--- src/rtl/flag_cond_unit_if.sv ---
// Bundles the ALU flag-capture inputs and condition query/response signals of flag_cond_unit.
// master = ALU/control side, slave = flag_cond_unit.
interface flag_cond_unit_if #(
  parameter int n = 4
);
  logic         flags_we;
  logic [3:0]   banderas;
  logic [n-1:0] result;
  logic         cond_valid;
  logic [3:0]   cond;
  logic         cond_ready;
  logic         pass_valid;
  logic         pass;
  logic [3:0]   flags_q;
  logic [n-1:0] result_q;
  logic [7:0]   v_count;

  modport master (
    output flags_we, banderas, result, cond_valid, cond,
    input  cond_ready, pass_valid, pass, flags_q, result_q, v_count
  );

  modport slave (
    input  flags_we, banderas, result, cond_valid, cond,
    output cond_ready, pass_valid, pass, flags_q, result_q, v_count
  );
endinterface

--- src/rtl/flag_cond_unit.sv ---
// Flag register plus registered condition-code evaluator with a saturating overflow counter.
// Define FLAG_BYPASS_EN to forward incoming banderas to a query that coincides with a flag write.
module flag_cond_unit #(
  parameter int n = 4
) (
  input logic            clk,
  input logic            rst,
  flag_cond_unit_if.slave fc
);

  typedef enum logic {
    IDLE,
    HOLD
  } state_e;

  state_e       state_q, state_d;
  logic [3:0]   held_cond_q, held_cond_d;
  logic [3:0]   flags_q, flags_d;
  logic [n-1:0] result_q, result_d;
  logic [7:0]   v_count_q, v_count_d;
  logic         pass_valid_q, pass_valid_d;
  logic         pass_q, pass_d;
  logic         cond_ready;
  logic         accept;

  // Flag order is {N,Z,C,V}; code 4'hF is reserved and never passes.
  function automatic logic cond_eval(input logic [3:0] code, input logic [3:0] f);
    logic flag_n, flag_z, flag_c, flag_v;
    logic res;
    {flag_n, flag_z, flag_c, flag_v} = f;
    case (code)
      4'h0:    res = flag_z;
      4'h1:    res = !flag_z;
      4'h2:    res = flag_c;
      4'h3:    res = !flag_c;
      4'h4:    res = flag_n;
      4'h5:    res = !flag_n;
      4'h6:    res = flag_v;
      4'h7:    res = !flag_v;
      4'h8:    res = flag_c && !flag_z;
      4'h9:    res = !flag_c || flag_z;
      4'hA:    res = (flag_n == flag_v);
      4'hB:    res = (flag_n != flag_v);
      4'hC:    res = !flag_z && (flag_n == flag_v);
      4'hD:    res = flag_z || (flag_n != flag_v);
      4'hE:    res = 1'b1;
      default: res = 1'b0;
    endcase
    return res;
  endfunction

  // NOTE: every signal written here gets a default first so no path leaves it unassigned (no latches).
  always_comb begin
    state_d      = state_q;
    held_cond_d  = held_cond_q;
    pass_valid_d = 1'b0;
    pass_d       = pass_q;
    cond_ready   = (state_q == IDLE);
    accept       = fc.cond_valid && cond_ready;

    flags_d   = flags_q;
    result_d  = result_q;
    v_count_d = v_count_q;
    if (fc.flags_we) begin
      flags_d  = fc.banderas;
      result_d = fc.result;
      if (fc.banderas[0] && (v_count_q != 8'hFF)) v_count_d = v_count_q + 8'd1;
    end

    case (state_q)
      IDLE: begin
        if (accept) begin
`ifdef FLAG_BYPASS_EN
          pass_valid_d = 1'b1;
          pass_d       = cond_eval(fc.cond, fc.flags_we ? fc.banderas : flags_q);
`else
          // A query racing a flag write waits one cycle so it sees the new flags_q.
          if (fc.flags_we) begin
            held_cond_d = fc.cond;
            state_d     = HOLD;
          end else begin
            pass_valid_d = 1'b1;
            pass_d       = cond_eval(fc.cond, flags_q);
          end
`endif
        end
      end
      HOLD: begin
        pass_valid_d = 1'b1;
        pass_d       = cond_eval(held_cond_q, flags_q);
        state_d      = IDLE;
      end
      default: state_d = IDLE;
    endcase
  end

  // NOTE: sequential state uses non-blocking assignments so all registers update together at the edge.
  always_ff @(posedge clk) begin
    if (rst) begin
      state_q      <= IDLE;
      held_cond_q  <= 4'h0;
      flags_q      <= 4'h0;
      result_q     <= '0;
      v_count_q    <= 8'h00;
      pass_valid_q <= 1'b0;
      pass_q       <= 1'b0;
    end else begin
      state_q      <= state_d;
      held_cond_q  <= held_cond_d;
      flags_q      <= flags_d;
      result_q     <= result_d;
      v_count_q    <= v_count_d;
      pass_valid_q <= pass_valid_d;
      pass_q       <= pass_d;
    end
  end

  assign fc.cond_ready = cond_ready;
  assign fc.pass_valid = pass_valid_q;
  assign fc.pass       = pass_q;
  assign fc.flags_q    = flags_q;
  assign fc.result_q   = result_q;
  assign fc.v_count    = v_count_q;

endmodule

--- src/flat_wrapper.sv ---
// flat-port wrapper written by rule: the top's interface ports become plain ports
module flag_cond_unit_flat 
#(
  parameter int n = 4
)
  (clk, rst, fc_flags_we, fc_banderas, fc_result, fc_cond_valid, fc_cond, fc_cond_ready, fc_pass_valid, fc_pass, fc_flags_q, fc_result_q, fc_v_count);
  flag_cond_unit_if #(.n(n)) fc_i ();
  input logic clk;
  input logic rst;
  input wire logic [$bits(fc_i.flags_we)-1:0] fc_flags_we;
  input wire logic [$bits(fc_i.banderas)-1:0] fc_banderas;
  input wire logic [$bits(fc_i.result)-1:0] fc_result;
  input wire logic [$bits(fc_i.cond_valid)-1:0] fc_cond_valid;
  input wire logic [$bits(fc_i.cond)-1:0] fc_cond;
  output wire logic [$bits(fc_i.cond_ready)-1:0] fc_cond_ready;
  output wire logic [$bits(fc_i.pass_valid)-1:0] fc_pass_valid;
  output wire logic [$bits(fc_i.pass)-1:0] fc_pass;
  output wire logic [$bits(fc_i.flags_q)-1:0] fc_flags_q;
  output wire logic [$bits(fc_i.result_q)-1:0] fc_result_q;
  output wire logic [$bits(fc_i.v_count)-1:0] fc_v_count;
  assign fc_i.flags_we = fc_flags_we;
  assign fc_i.banderas = fc_banderas;
  assign fc_i.result = fc_result;
  assign fc_i.cond_valid = fc_cond_valid;
  assign fc_i.cond = fc_cond;
  assign fc_cond_ready = fc_i.cond_ready;
  assign fc_pass_valid = fc_i.pass_valid;
  assign fc_pass = fc_i.pass;
  assign fc_flags_q = fc_i.flags_q;
  assign fc_result_q = fc_i.result_q;
  assign fc_v_count = fc_i.v_count;
  flag_cond_unit #(.n(n)) u_core (.clk(clk), .rst(rst), .fc(fc_i));
endmodule
--- config.mk ---
export PLATFORM = sky130hd
export DESIGN_NAME = flag_cond_unit_flat
export DESIGN_NICKNAME = d
export VERILOG_FILES = /design/src/rtl/flag_cond_unit_if.sv /design/src/rtl/flag_cond_unit.sv /design/src/flat_wrapper.sv
export SDC_FILE = /design/constraint.sdc
export NUM_CORES = 1
export LEC_CHECK = 0
export CORE_MARGIN = 4
export CORE_UTILIZATION = 41
export CTS_CLUSTER_DIAMETER = 30
export CTS_CLUSTER_SIZE = 8
export DETAILED_ROUTE_END_ITERATION = 8
export PLACE_DENSITY = 0.77
export SYNTH_ARGS = -nofsm -noshare
export SYNTH_HDL_FRONTEND = slang
export SYNTH_SLANG_ARGS = --single-unit
--- constraint.sdc ---
create_clock -name clk -period 2 [get_ports clk]
set_input_delay 0.2 -clock clk [delete_from_list [all_inputs] [get_ports clk]]
set_output_delay 0.2 -clock clk [all_outputs]
set_load 0.05 [all_outputs]
==> flow_summary_export.csv <==
group,metric,value,unit
outcome,run_status,"finished clean",
synthesis,async_reset_ff_share,0,%
critical_path,path_class,"reg -> out",
synthesis,synth_top_area_cell,"dfxtp_1",
floorplanning,dieArea,3890,sq um
critical_path,required,1800,ps
synthesis,synth_warnings,0,
synthesis,synth_most_common_cell,"dfxtp_1",
grt,grt-ovfl-total,0,
cts,insertion_delay,310,ps
synthesis,synthTopCellsByCount,"dfxtp_1 (23), nor2_1 (22), mux2i_1 (14)",
critical_path,cp_slowest_stage_delay,880,ps
synthesis,ys.flop_type,"dfxtp_1",
pwr,p_per_area,594,nW/um^2
placed_design,dpl.hpwl,2130,microns
routing,post-route-drc-count,0,
pwr,p_int,658,uW
cts,ctsLongestPathBuffers,2,
synthesis,netlist_area,1210,sq um
grt,grt_pass1_wl,5180,microns
floorplanning,rows,19,
critical_path,crit_chain,"clkdlybuf4s50_1",
grt,grt_pass1_vias,1206,
cts,numCtsBuffers,3,
critical_path,crit_end,"fc_flags_q[2]",
cts,htree_levels,1,
timing,relSlewSlack,64.5,%
synthesis,synth.net_count,153,
finish,layout.nets,184,
finish,final_cell_area,1590,sq um
cts,clk_pin_slew_worst_paths,120,ps
placed_design,postPlaceCellArea,1570,sq um
finish,instances_no_fill,197,
grt,antenna_found_initial,0,
critical_path,rr_worst_depth,5,
timing,worstMarginPinSlew,531,ps
routing,vias,1108,
timing,setup_viol,0,
timing,min_period,1920,ps
placed_design,dpl.cell_count,193,
critical_path,crit_start,"u_core.fc.flags_q[2]",
synthesis,syn_inst,136,
critical_path,worst-path-buf-inv,1,
routing,firstDrtPassIters,4,
finish,diodes,0,
pwr,ir_drop,420,uV
timing,finalHoldViolCount,0,
timing,tns,0,ps
cts,cts-root-buf,"clkbuf_4",
pwr,p_sw,287,uW
floorplanning,fp.dieW,62.4,microns
flow_run,cap_viol_max_count,0,
critical_path,crit_fanout,9,
pwr,p_leak,0.000614,uW
floorplanning,die_y,62.4,microns
critical_path,cp_num_cells,1,
pwr,seq_power_share,53.2,%
finish,syn2layout_area_growth,31.1,%
synthesis,yosysSeqAreaShare,37.9,%
timing,fin_crit_sh,96.0,%
floorplanning,core-area,2780,sq um
routing,antenna_left,0,
cts,cts_hold_buf,0,
routing,wl_per_cell,14.6,microns
pwr,power_frac_comb,24.1,%
critical_path,ff2ff_setup_slack,170,ps
routing,drt_iter0_drc,12,
critical_path,start_kind,"flop",
pwr,swShare,30.3,%
routing,viasPerCell,5.62,
critical_path,reg2reg_to,"u_core.fc.pass",
timing,hold_slack,493,ps
critical_path,r2r-start,"u_core.held_cond_q[1]",
finish,fin_util,57.2,%
grt,grt_max_degree,23,
pwr,clock_power_share,22.7,%
routing,drt_wl_total,2880,microns
cts,cts_resized,0,
synthesis,synth_top_area_share,37.9,%
placed_design,io_buffers,34,
synthesis,synth_area_leaders,"dfxtp_1 (38%), mux2i_1 (12%), nor2_1 (6.8%)",
grt,grtUsageTotal,15.6,%
timing,skew,4.54,ps
timing,slew_viol_final,0,
cts,postCtsSetupBuffers,0,
floorplanning,initial_core_util,43.6,%
cts,cts.sinks,23,
min_path,hold_class,"in -> reg",
cts,tritoncts,"done",
critical_path,crit_family,"buffers and inverters",
timing,rsz0062_at_grt,"false",
synthesis,ys_ff_latch,23,
synthesis,ys_types,42,
finish,drive_above_1_share,7.23,%
critical_path,arrival,1720,ps
synthesis,synth_edf_count,0,
floorplanning,pin_count,35,
synthesis,syn_avg_cell_area,8.92,sq um
placed_design,gp_congestion,0.786,
critical_path,crit_slowest_cell,"clkdlybuf4s50_1",
critical_path,critPathCaptureType,"primary output",
timing,max_freq,521,MHz
how the worst min path moves through the flow:
stage,start,to,slack (ps),depth (start not counted)
2_1_floorplan,fc_cond[3],u_core.held_cond_q[3],340,2
3_3_place_gp,u_core.fc.result_q[1],u_core.fc.result_q[1],470,2
3_5_place_dp,u_core.fc.result_q[0],u_core.fc.result_q[0],490,2
4_1_cts,fc_banderas[2],u_core.fc.flags_q[2],480,3
5_1_grt,fc_banderas[2],u_core.fc.flags_q[2],500,3
6_report,fc_banderas[2],u_core.fc.flags_q[2],490,3
power groups by stage:
stage	clock network [uW]	logic, uW	registers, uW
6_report	215	227	503
5_1_grt	242	244	507
4_1_cts	220	228	502
3_5_place_dp	0	227	512
3_3_place_gp	0	222	511
2_1_floorplan	0	104	553
through the flow:
| step | setup WS (ps) | total power (uW) |
|---|---|---|
| after floorplan | 78.5 | 658 |
| after global placement | 252 | 733 |
| after detailed placement | 168 | 739 |
| after CTS | 91.4 | 950 |
| after global routing | 37.9 | 993 |
| final | 79.9 | 945 |
cell families (layout without fill, tap and decap cells):
group	after synthesis	count (layout)	share of synthesized area [%]
xor gates and xnor gates	7	7	5.05
buffers and inverters	14	44	5.05
muxes	18	18	16.2
and+or+nand+nor	53	53	22.8
adders and majority gates	1	1	1.03
AOI/OAI and AO/OA	20	20	12.0
DFF	23	23	37.9
final cells by class:
| type | instances | area [sq um] |
|---|---|---|
| inverters | 3 | 11.3 |
| clock buffers | 4 | 26.3 |
| well taps | 31 | 38.8 |
| multi-input cells | 99 | 692 |
| flip-flops and latches | 23 | 460 |
| repair buffers | 37 | 363 |
| fillers | 252 | 1190 |
placed cells by master (no fill, tap or decap), types with 4 or more instances in the layout:
| master | n |
|---|---|
| dfxtp_1 | 23 |
| nand2_1 | 4 |
| clkdlybuf4s50_1 | 34 |
| a21oi_1 | 5 |
| nand2b_1 | 4 |
| mux2i_1 | 14 |
| xor2_1 | 6 |
| nand3_1 | 5 |
| nor2_1 | 22 |
per-layer routing:
metal	vias to the layer above	share of wire [%]	track usage, %
li1	541	-	-
met1	532	45	19.2
met2	31	49	26.3
met3	4	5.5	4.14
met4	0	0.80	4.77
met5	-	0	0
flip-flops by register name, summed over array words and instances (netlist names):
| signal | flops |
|---|---|
| u_core.held_cond_q | 4 |
| u_core.fc.result_q | 4 |
| u_core.fc.pass | 1 |
| u_core.state_q | 1 |
| u_core.fc.pass_valid | 1 |
| u_core.fc.v_count | 8 |
| u_core.fc.flags_q | 4 |
No activity file was read; power rests on OpenSTA's default activity.
